## src/rtl/core_mem_arb_if.sv

```systemverilog
// Purpose : bundles the fetch, data and downstream memory handshakes of core_mem_arb.
// Latency : none (wires only).
// Backpressure: the val/ack pairs carry it; a requester holds val and its fields until ack.
//
// Signals:
//   i_req_*   instruction-fetch request (read-only) and its ack/rdata
//   d_req_*   data request (read/write) and its ack/rdata
//   mem_req_* shared downstream request; mem_req_ack/mem_ack_rdata complete it
//   arb_timeout_err  watchdog-abort pulse, aligned with the owner's ack
// Modports: slave = the arbiter's view, master = the core/memory side.
interface core_mem_arb_if;
  logic        i_req_val;
  logic [31:0] i_req_addr;
  logic        i_req_ack;
  logic [31:0] i_ack_rdata;

  logic        d_req_val;
  logic [31:0] d_req_addr;
  logic [2:0]  d_req_cop;
  logic [31:0] d_req_wdata;
  logic [2:0]  d_req_size;
  logic        d_req_ack;
  logic [31:0] d_ack_rdata;

  logic        mem_req_val;
  logic [31:0] mem_req_addr;
  logic [2:0]  mem_req_cop;
  logic [31:0] mem_req_wdata;
  logic [2:0]  mem_req_size;
  logic        mem_req_ack;
  logic [31:0] mem_ack_rdata;

  logic        arb_timeout_err;

  modport slave (
    input  i_req_val, i_req_addr,
    input  d_req_val, d_req_addr, d_req_cop, d_req_wdata, d_req_size,
    input  mem_req_ack, mem_ack_rdata,
    output i_req_ack, i_ack_rdata, d_req_ack, d_ack_rdata,
    output mem_req_val, mem_req_addr, mem_req_cop, mem_req_wdata, mem_req_size,
    output arb_timeout_err
  );

  modport master (
    output i_req_val, i_req_addr,
    output d_req_val, d_req_addr, d_req_cop, d_req_wdata, d_req_size,
    output mem_req_ack, mem_ack_rdata,
    input  i_req_ack, i_ack_rdata, d_req_ack, d_ack_rdata,
    input  mem_req_val, mem_req_addr, mem_req_cop, mem_req_wdata, mem_req_size,
    input  arb_timeout_err
  );
endinterface

```

## src/rtl/core_mem_arb.sv

```systemverilog
// Purpose : round-robin arbiter sharing one memory port between fetch (I) and data (D), one outstanding transaction.
// Latency : req val sampled at T -> mem_req_val at T+1; mem_req_ack at A -> owner ack at A+1 (3-cycle minimum round trip).
// Backpressure: requesters hold val until their ack; BUSY waits for mem_req_ack (bounded only with the watchdog).
//
// Ports: core_sys_clk (rising edge), core_sys_rst (synchronous, active-high),
//        bus (core_mem_arb_if.slave: i_req_*, d_req_*, mem_req_*, arb_timeout_err).
// Option: define CORE_ARB_TIMEOUT_EN to enable the BUSY watchdog (TIMEOUT_CYCLES);
//         without it BUSY waits forever and arb_timeout_err is constant 0.
module core_mem_arb #(
  parameter int         TIMEOUT_CYCLES = 256,
  parameter logic [2:0] I_COP          = 3'b000,
  parameter logic [2:0] I_SIZE         = 3'b010
) (
  input  logic          core_sys_clk,
  input  logic          core_sys_rst,
  core_mem_arb_if.slave bus
);

  typedef enum logic [1:0] {IDLE, BUSY, RESP} state_t;
  typedef enum logic       {OWN_I, OWN_D}     own_t;

  state_t      state, state_nxt;
  own_t        own, last, grant;
  logic        any_req;
  logic        timeout_hit;
  logic        err_q;
  logic [31:0] req_addr, req_wdata, resp_rdata;
  logic [2:0]  req_cop, req_size;

  if (TIMEOUT_CYCLES < 1) begin : g_bad_timeout
    $error("core_mem_arb: TIMEOUT_CYCLES must be at least 1");
  end

  assign any_req = bus.i_req_val | bus.d_req_val;

  // State register
  always_ff @(posedge core_sys_clk) begin
    if (core_sys_rst) state <= IDLE;
    else              state <= state_nxt;
  end

  // Next state and grant selection
  always_comb begin
    state_nxt = state;
    grant     = OWN_I;
    case (state)
      IDLE: begin
        // On a tie the requester that was not served last wins.
        if (bus.i_req_val && bus.d_req_val) grant = (last == OWN_I) ? OWN_D : OWN_I;
        else if (bus.d_req_val)             grant = OWN_D;
        else                                grant = OWN_I;
        if (any_req) state_nxt = BUSY;
      end
      BUSY:    if (bus.mem_req_ack || timeout_hit) state_nxt = RESP;
      RESP:    state_nxt = IDLE;
      default: state_nxt = IDLE;
    endcase
  end

  // Request/response registers; only loaded from IDLE (request) or BUSY (response).
  always_ff @(posedge core_sys_clk) begin
    if (core_sys_rst) begin
      own        <= OWN_I;
      last       <= OWN_D;
      req_addr   <= '0;
      req_cop    <= '0;
      req_wdata  <= '0;
      req_size   <= '0;
      resp_rdata <= '0;
    end else begin
      if (state == IDLE && any_req) begin
        own  <= grant;
        last <= grant;
        if (grant == OWN_I) begin
          req_addr  <= bus.i_req_addr;
          req_cop   <= I_COP;
          req_wdata <= '0;
          req_size  <= I_SIZE;
        end else begin
          req_addr  <= bus.d_req_addr;
          req_cop   <= bus.d_req_cop;
          req_wdata <= bus.d_req_wdata;
          req_size  <= bus.d_req_size;
        end
      end
      if (state == BUSY) begin
        // A real completion in the limit cycle takes priority over the abort.
        if (bus.mem_req_ack)  resp_rdata <= bus.mem_ack_rdata;
        else if (timeout_hit) resp_rdata <= 32'hDEAD_BEEF;
      end
    end
  end

`ifdef CORE_ARB_TIMEOUT_EN
  localparam int WD_W = $clog2(TIMEOUT_CYCLES + 1);
  logic [WD_W-1:0] wd_cnt;

  // Counter holds (BUSY cycles - 1); the limit-th BUSY cycle aborts.
  assign timeout_hit = (state == BUSY) && !bus.mem_req_ack &&
                       (wd_cnt == WD_W'(TIMEOUT_CYCLES - 1));

  always_ff @(posedge core_sys_clk) begin
    if (core_sys_rst) begin
      wd_cnt <= '0;
      err_q  <= 1'b0;
    end else begin
      if (state == BUSY) wd_cnt <= wd_cnt + 1'b1;
      else               wd_cnt <= '0;
      // Lands in the RESP cycle, alongside the owner's ack.
      err_q <= timeout_hit;
    end
  end
`else
  assign timeout_hit = 1'b0;
  assign err_q       = 1'b0;
`endif

  // Outputs decode registered state only; no input reaches them combinationally.
  assign bus.mem_req_val     = (state == BUSY);
  assign bus.mem_req_addr    = req_addr;
  assign bus.mem_req_cop     = req_cop;
  assign bus.mem_req_wdata   = req_wdata;
  assign bus.mem_req_size    = req_size;
  assign bus.i_req_ack       = (state == RESP) && (own == OWN_I);
  assign bus.d_req_ack       = (state == RESP) && (own == OWN_D);
  assign bus.i_ack_rdata     = resp_rdata;
  assign bus.d_ack_rdata     = resp_rdata;
  assign bus.arb_timeout_err = err_q;

endmodule

```

## src/flat_wrapper.sv

```systemverilog
// flat-port wrapper written by rule: the top's interface ports become plain ports
module core_mem_arb_flat 
#(
  parameter int         TIMEOUT_CYCLES = 256,
  parameter logic [2:0] I_COP          = 3'b000,
  parameter logic [2:0] I_SIZE         = 3'b010
)
  (core_sys_clk, core_sys_rst, bus_i_req_val, bus_i_req_addr, bus_d_req_val, bus_d_req_addr, bus_d_req_cop, bus_d_req_wdata, bus_d_req_size, bus_mem_req_ack, bus_mem_ack_rdata, bus_i_req_ack, bus_i_ack_rdata, bus_d_req_ack, bus_d_ack_rdata, bus_mem_req_val, bus_mem_req_addr, bus_mem_req_cop, bus_mem_req_wdata, bus_mem_req_size, bus_arb_timeout_err);
  core_mem_arb_if bus_i ();
  input  logic core_sys_clk;
  input  logic core_sys_rst;
  input wire logic [$bits(bus_i.i_req_val)-1:0] bus_i_req_val;
  input wire logic [$bits(bus_i.i_req_addr)-1:0] bus_i_req_addr;
  input wire logic [$bits(bus_i.d_req_val)-1:0] bus_d_req_val;
  input wire logic [$bits(bus_i.d_req_addr)-1:0] bus_d_req_addr;
  input wire logic [$bits(bus_i.d_req_cop)-1:0] bus_d_req_cop;
  input wire logic [$bits(bus_i.d_req_wdata)-1:0] bus_d_req_wdata;
  input wire logic [$bits(bus_i.d_req_size)-1:0] bus_d_req_size;
  input wire logic [$bits(bus_i.mem_req_ack)-1:0] bus_mem_req_ack;
  input wire logic [$bits(bus_i.mem_ack_rdata)-1:0] bus_mem_ack_rdata;
  output wire logic [$bits(bus_i.i_req_ack)-1:0] bus_i_req_ack;
  output wire logic [$bits(bus_i.i_ack_rdata)-1:0] bus_i_ack_rdata;
  output wire logic [$bits(bus_i.d_req_ack)-1:0] bus_d_req_ack;
  output wire logic [$bits(bus_i.d_ack_rdata)-1:0] bus_d_ack_rdata;
  output wire logic [$bits(bus_i.mem_req_val)-1:0] bus_mem_req_val;
  output wire logic [$bits(bus_i.mem_req_addr)-1:0] bus_mem_req_addr;
  output wire logic [$bits(bus_i.mem_req_cop)-1:0] bus_mem_req_cop;
  output wire logic [$bits(bus_i.mem_req_wdata)-1:0] bus_mem_req_wdata;
  output wire logic [$bits(bus_i.mem_req_size)-1:0] bus_mem_req_size;
  output wire logic [$bits(bus_i.arb_timeout_err)-1:0] bus_arb_timeout_err;
  assign bus_i.i_req_val = bus_i_req_val;
  assign bus_i.i_req_addr = bus_i_req_addr;
  assign bus_i.d_req_val = bus_d_req_val;
  assign bus_i.d_req_addr = bus_d_req_addr;
  assign bus_i.d_req_cop = bus_d_req_cop;
  assign bus_i.d_req_wdata = bus_d_req_wdata;
  assign bus_i.d_req_size = bus_d_req_size;
  assign bus_i.mem_req_ack = bus_mem_req_ack;
  assign bus_i.mem_ack_rdata = bus_mem_ack_rdata;
  assign bus_i_req_ack = bus_i.i_req_ack;
  assign bus_i_ack_rdata = bus_i.i_ack_rdata;
  assign bus_d_req_ack = bus_i.d_req_ack;
  assign bus_d_ack_rdata = bus_i.d_ack_rdata;
  assign bus_mem_req_val = bus_i.mem_req_val;
  assign bus_mem_req_addr = bus_i.mem_req_addr;
  assign bus_mem_req_cop = bus_i.mem_req_cop;
  assign bus_mem_req_wdata = bus_i.mem_req_wdata;
  assign bus_mem_req_size = bus_i.mem_req_size;
  assign bus_arb_timeout_err = bus_i.arb_timeout_err;
  core_mem_arb #(.TIMEOUT_CYCLES(TIMEOUT_CYCLES), .I_COP(I_COP), .I_SIZE(I_SIZE)) u_core (.core_sys_clk(core_sys_clk), .core_sys_rst(core_sys_rst), .bus(bus_i));
endmodule
```

## config.mk

```make
export PLATFORM = sky130hd
export DESIGN_NAME = core_mem_arb_flat
export DESIGN_NICKNAME = d
export VERILOG_FILES = /design/src/rtl/core_mem_arb_if.sv /design/src/rtl/core_mem_arb.sv /design/src/flat_wrapper.sv
export SDC_FILE = /design/constraint.sdc
export NUM_CORES = 1
export LEC_CHECK = 0
export BUFFER_PORTS_ARGS = -buffer_cell sky130_fd_sc_hd__buf_2
export CORE_MARGIN = 5
export CORE_UTILIZATION = 49
export CTS_CLUSTER_DIAMETER = 40
export DETAILED_ROUTE_END_ITERATION = 16
export HOLD_SLACK_MARGIN = 0.05
export PLACE_DENSITY = 0.86
export RECOVER_POWER = 100
export SETUP_SLACK_MARGIN = 0.02
export SLEW_MARGIN = 20
export SYNTH_ARGS = -nofsm -noshare
export SYNTH_HDL_FRONTEND = slang
export SYNTH_SLANG_ARGS = --single-unit
```

## constraint.sdc

```tcl
create_clock -name core_sys_clk -period 2.7 [get_ports core_sys_clk]
set_input_delay 0.405 -clock core_sys_clk [delete_from_list [all_inputs] [get_ports core_sys_clk]]
set_output_delay 0.405 -clock core_sys_clk [all_outputs]
set_load 0.005 [all_outputs]
```

==> summary.txt <==
Clock tree
  – Root Driver: clkbuf_8
  – Post-CTS sizing: 0
  – Setup Fix Bufs, Post-CTS: 0
  – Number of H-tree levels: 3
  – Sink Count: around 110
  – Clock slew at reported path FFs: around 0.11 ns
  – CTS tree: built
  – Cts hold-fix bufs: 0
  – Clk_lat worst skew: ~0.36 ns
  – CTS Buf Count: 9
  – Worst-case clock buffer depth: 2

GRT
  – Initial antenna violation count: 0
  – GRT Util Overall: between 20% and 30%
  – Number of global-route vias before repair: 4689
  – Gr ovfl total: 0
  – Largest net degree at the start of global routing: between 60 and 70
  – First-pass GRT wire length: approximately 23000 um

Synth
  – Asr flop ratio synth: 0%
  – Post-synthesis sequential area ratio: 39.60%
  – Gate Count Post-Synth: 563
  – Top post-synthesis cells by count: dfxtp_1 (106), a21oi_1 (102), nand2_1 (65)
  – Mapped Area: ~0.0054 mm^2
  – Distinct cells, synth: 32
  – Post-Syn Area per Cell: between 9 and 10 um^2
  – Net count after synthesis: around 700
  – Main area contributors after synthesis: dfxtp_1 (40%), a2111oi_4 (13%), a21oi_1 (9.5%), and4b_1 (6.0%), buf_4 (5.3%)
  – Top-count cell post-synth: dfxtp_1
  – EDFF count, synth: 0
  – Main flop type after synthesis: dfxtp_1
  – Synth area leader: dfxtp_1
  – Top cell type's share of synthesized area: 39.60%
  – Warnings from Yosys: 0
  – Synth Register Bits: between 100 and 150

Worst setup path
  – Register-to-register setup slack: ~0.57 ns
  – Crit path kind: flop to flop
  – CP Launch Type: flop
  – Crit-path max FO: 64
  – Critical path endpoint category: flop
  – Critical Path AT: roughly 2.4 ns
  – Critical path required time: a little under 3 ns

Detailed routing
  – Detail Route Antenna Nets: 0
  – Starting DRT DRC Count: about 440
  – Drt first pass iters: 5
  – Routed WL per cell: 16.91 um
  – DRC viols: 0
  – Total number of vias: just under 5000
  – Via-per-instance ratio: around 5.4
  – WL final: between 15000 and 20000 um

Cells and area
  – Final nets: between 900 and 1000
  – Layout cells sized above 1: between 30% and 40%
  – Layout Cell Area excl Fill: approximately 0.0065 mm^2
  – Diode count: 0
  – Layout overhead on the synthesized area: 21.85%

Placed design
  – DP Wirelength: between 10000 and 15000 um
  – Area after DPL: approximately 0.0065 mm^2
  – Port Buffers: ~280
  – GP Congestion: roughly 0.81
  – Setup Slack @ Placement: between 0.7 and 0.8 ns

Pwr
  – Cell leakage power: between 2 and 3 nW
  – Power Density: 537.5 mW/mm^2
  – Power, Total: ~3.5 mW
  – Peak supply drop: 315.6 uV

Timing
  – Fmax: between 400 and 500 MHz
  – Final setup TNS: 0 ns
  – Worst Tran Pin Value: between 1 and 1.5 ns
  – RSZ-0062 raised after global routing: no
  – Final Hold Vio Count: 0
  – Hold slack final: 0.2723 ns
  – Final slew viol count: 0
  – Fin crit share: around 79%
  – PnR worst setup slack: around 0.57 ns
  – Minimum clock period: about 2.1 ns
  – Skew final: between 0.01 and 0.015 ns
  – Max transition margin: between 20% and 30%
  – Final setup violation count: 0

Floorplan
  – Die W: around 110 um
  – IO Pins: roughly 280
  – Die Y: approximately 110 um
  – Core Rows: 38
  – Initial Util: just under 50%
  – Die area: between 0.01 and 0.015 mm^2
  – CORE AREA: around 0.011 mm^2

Run status
  – Status: complete, no violations

Hold path
  – Hold crit path type: input port to flop

Flow run
  – # Max-Cap Violations: 0
[through the flow]
step	utilization, %	cells
2_1_floorplan	-	563
3_3_place_gp	60.43	893
3_5_place_dp	60.43	893
4_1_cts	62.18	909
5_1_grt	60.50	909
6_report	60.50	909
[logic make-up after synthesis]
kind of cell | after synthesis | synth area share, %
other | 1 | 0.06998
AO/OA/AOI/OAI | 176 | 28.23
flip-flops | 106 | 39.60
AND/OR/NAND/NOR | 180 | 21.11
buffers and inverters | 100 | 11.00
[final timing paths]
path	start	depth (start not counted)	end
worst max-delay path	u_core.state[0]	4	u_core.bus.mem_req_addr[17]
worst min-delay path	bus_mem_ack_rdata[2]	3	u_core.bus.d_ack_rdata[2]
worst max register to register	u_core.state[0]	4	u_core.bus.mem_req_addr[17]
worst min register to register	u_core.bus.d_ack_rdata[8]	2	u_core.bus.d_ack_rdata[8]
[sequential cells by signal (all words and copies together), names as in the netlist]
name / count
u_core.bus.mem_req_size: 3
u_core.bus.mem_req_cop: 3
u_core.last: 1
u_core.bus.mem_req_wdata: 32
u_core.own: 1
u_core.bus.d_ack_rdata: 32
u_core.bus.mem_req_addr: 32
u_core.state: 2
[power by group]
part | leakage (nW) | switching, mW | internal, mW
Combinational | 1.61 | 0.477 | 0.353
Sequential | 0.869 | 0.0707 | 1.68
Clock | 0.0917 | 0.574 | 0.358
Total | 2.57 | 1.12 | 2.39
[worst max-delay path, stage by stage (launching register included)]
cell	delay, ns
dfxtp_1	0.56
nor2_4	0.03
clkbuf_2	0.62
and4b_1	0.50
nor4_1	0.31
[layout by cell type, fill, tap and decap left out, drive strengths merged, types with 2 or more instances in the layout]
| master | synthesis | layout |
|---|---|---|
| nor2b | 2 | 2 |
| o21ai | 39 | 39 |
| nor4 | 32 | 32 |
| buf | 61 | 201 |
| clkinv | 0 | 3 |
| or2 | 2 | 2 |
| and4b | 32 | 32 |
| nand3 | 38 | 38 |
| clkbuf | 38 | 98 |
| a2111oi | 32 | 32 |
| inv | 1 | 3 |
| a21oi | 102 | 102 |
| and3b | 2 | 2 |
| nand2 | 66 | 66 |
| nor2 | 4 | 4 |
| dfxtp | 106 | 106 |
[per-layer routing]
metal,wire [um],part of all wire [%],GRT usage [%]
met4,276,1.8,6.334
met5,0,0,0
met1,6182,40,28.05
met3,1223,8.0,4.070
met2,7686,50,36.55
[cell type report]
type,instances,area (um^2)
sequential,106,2122
clock inverter,6,61.31
timing repair buffer,289,1436
inverter,1,3.754
multi-input combinational,357,2604
tap,140,175.2
fill,1004,4263
clock buffer,10,127.6
Power figures use the tool's default switching activity.
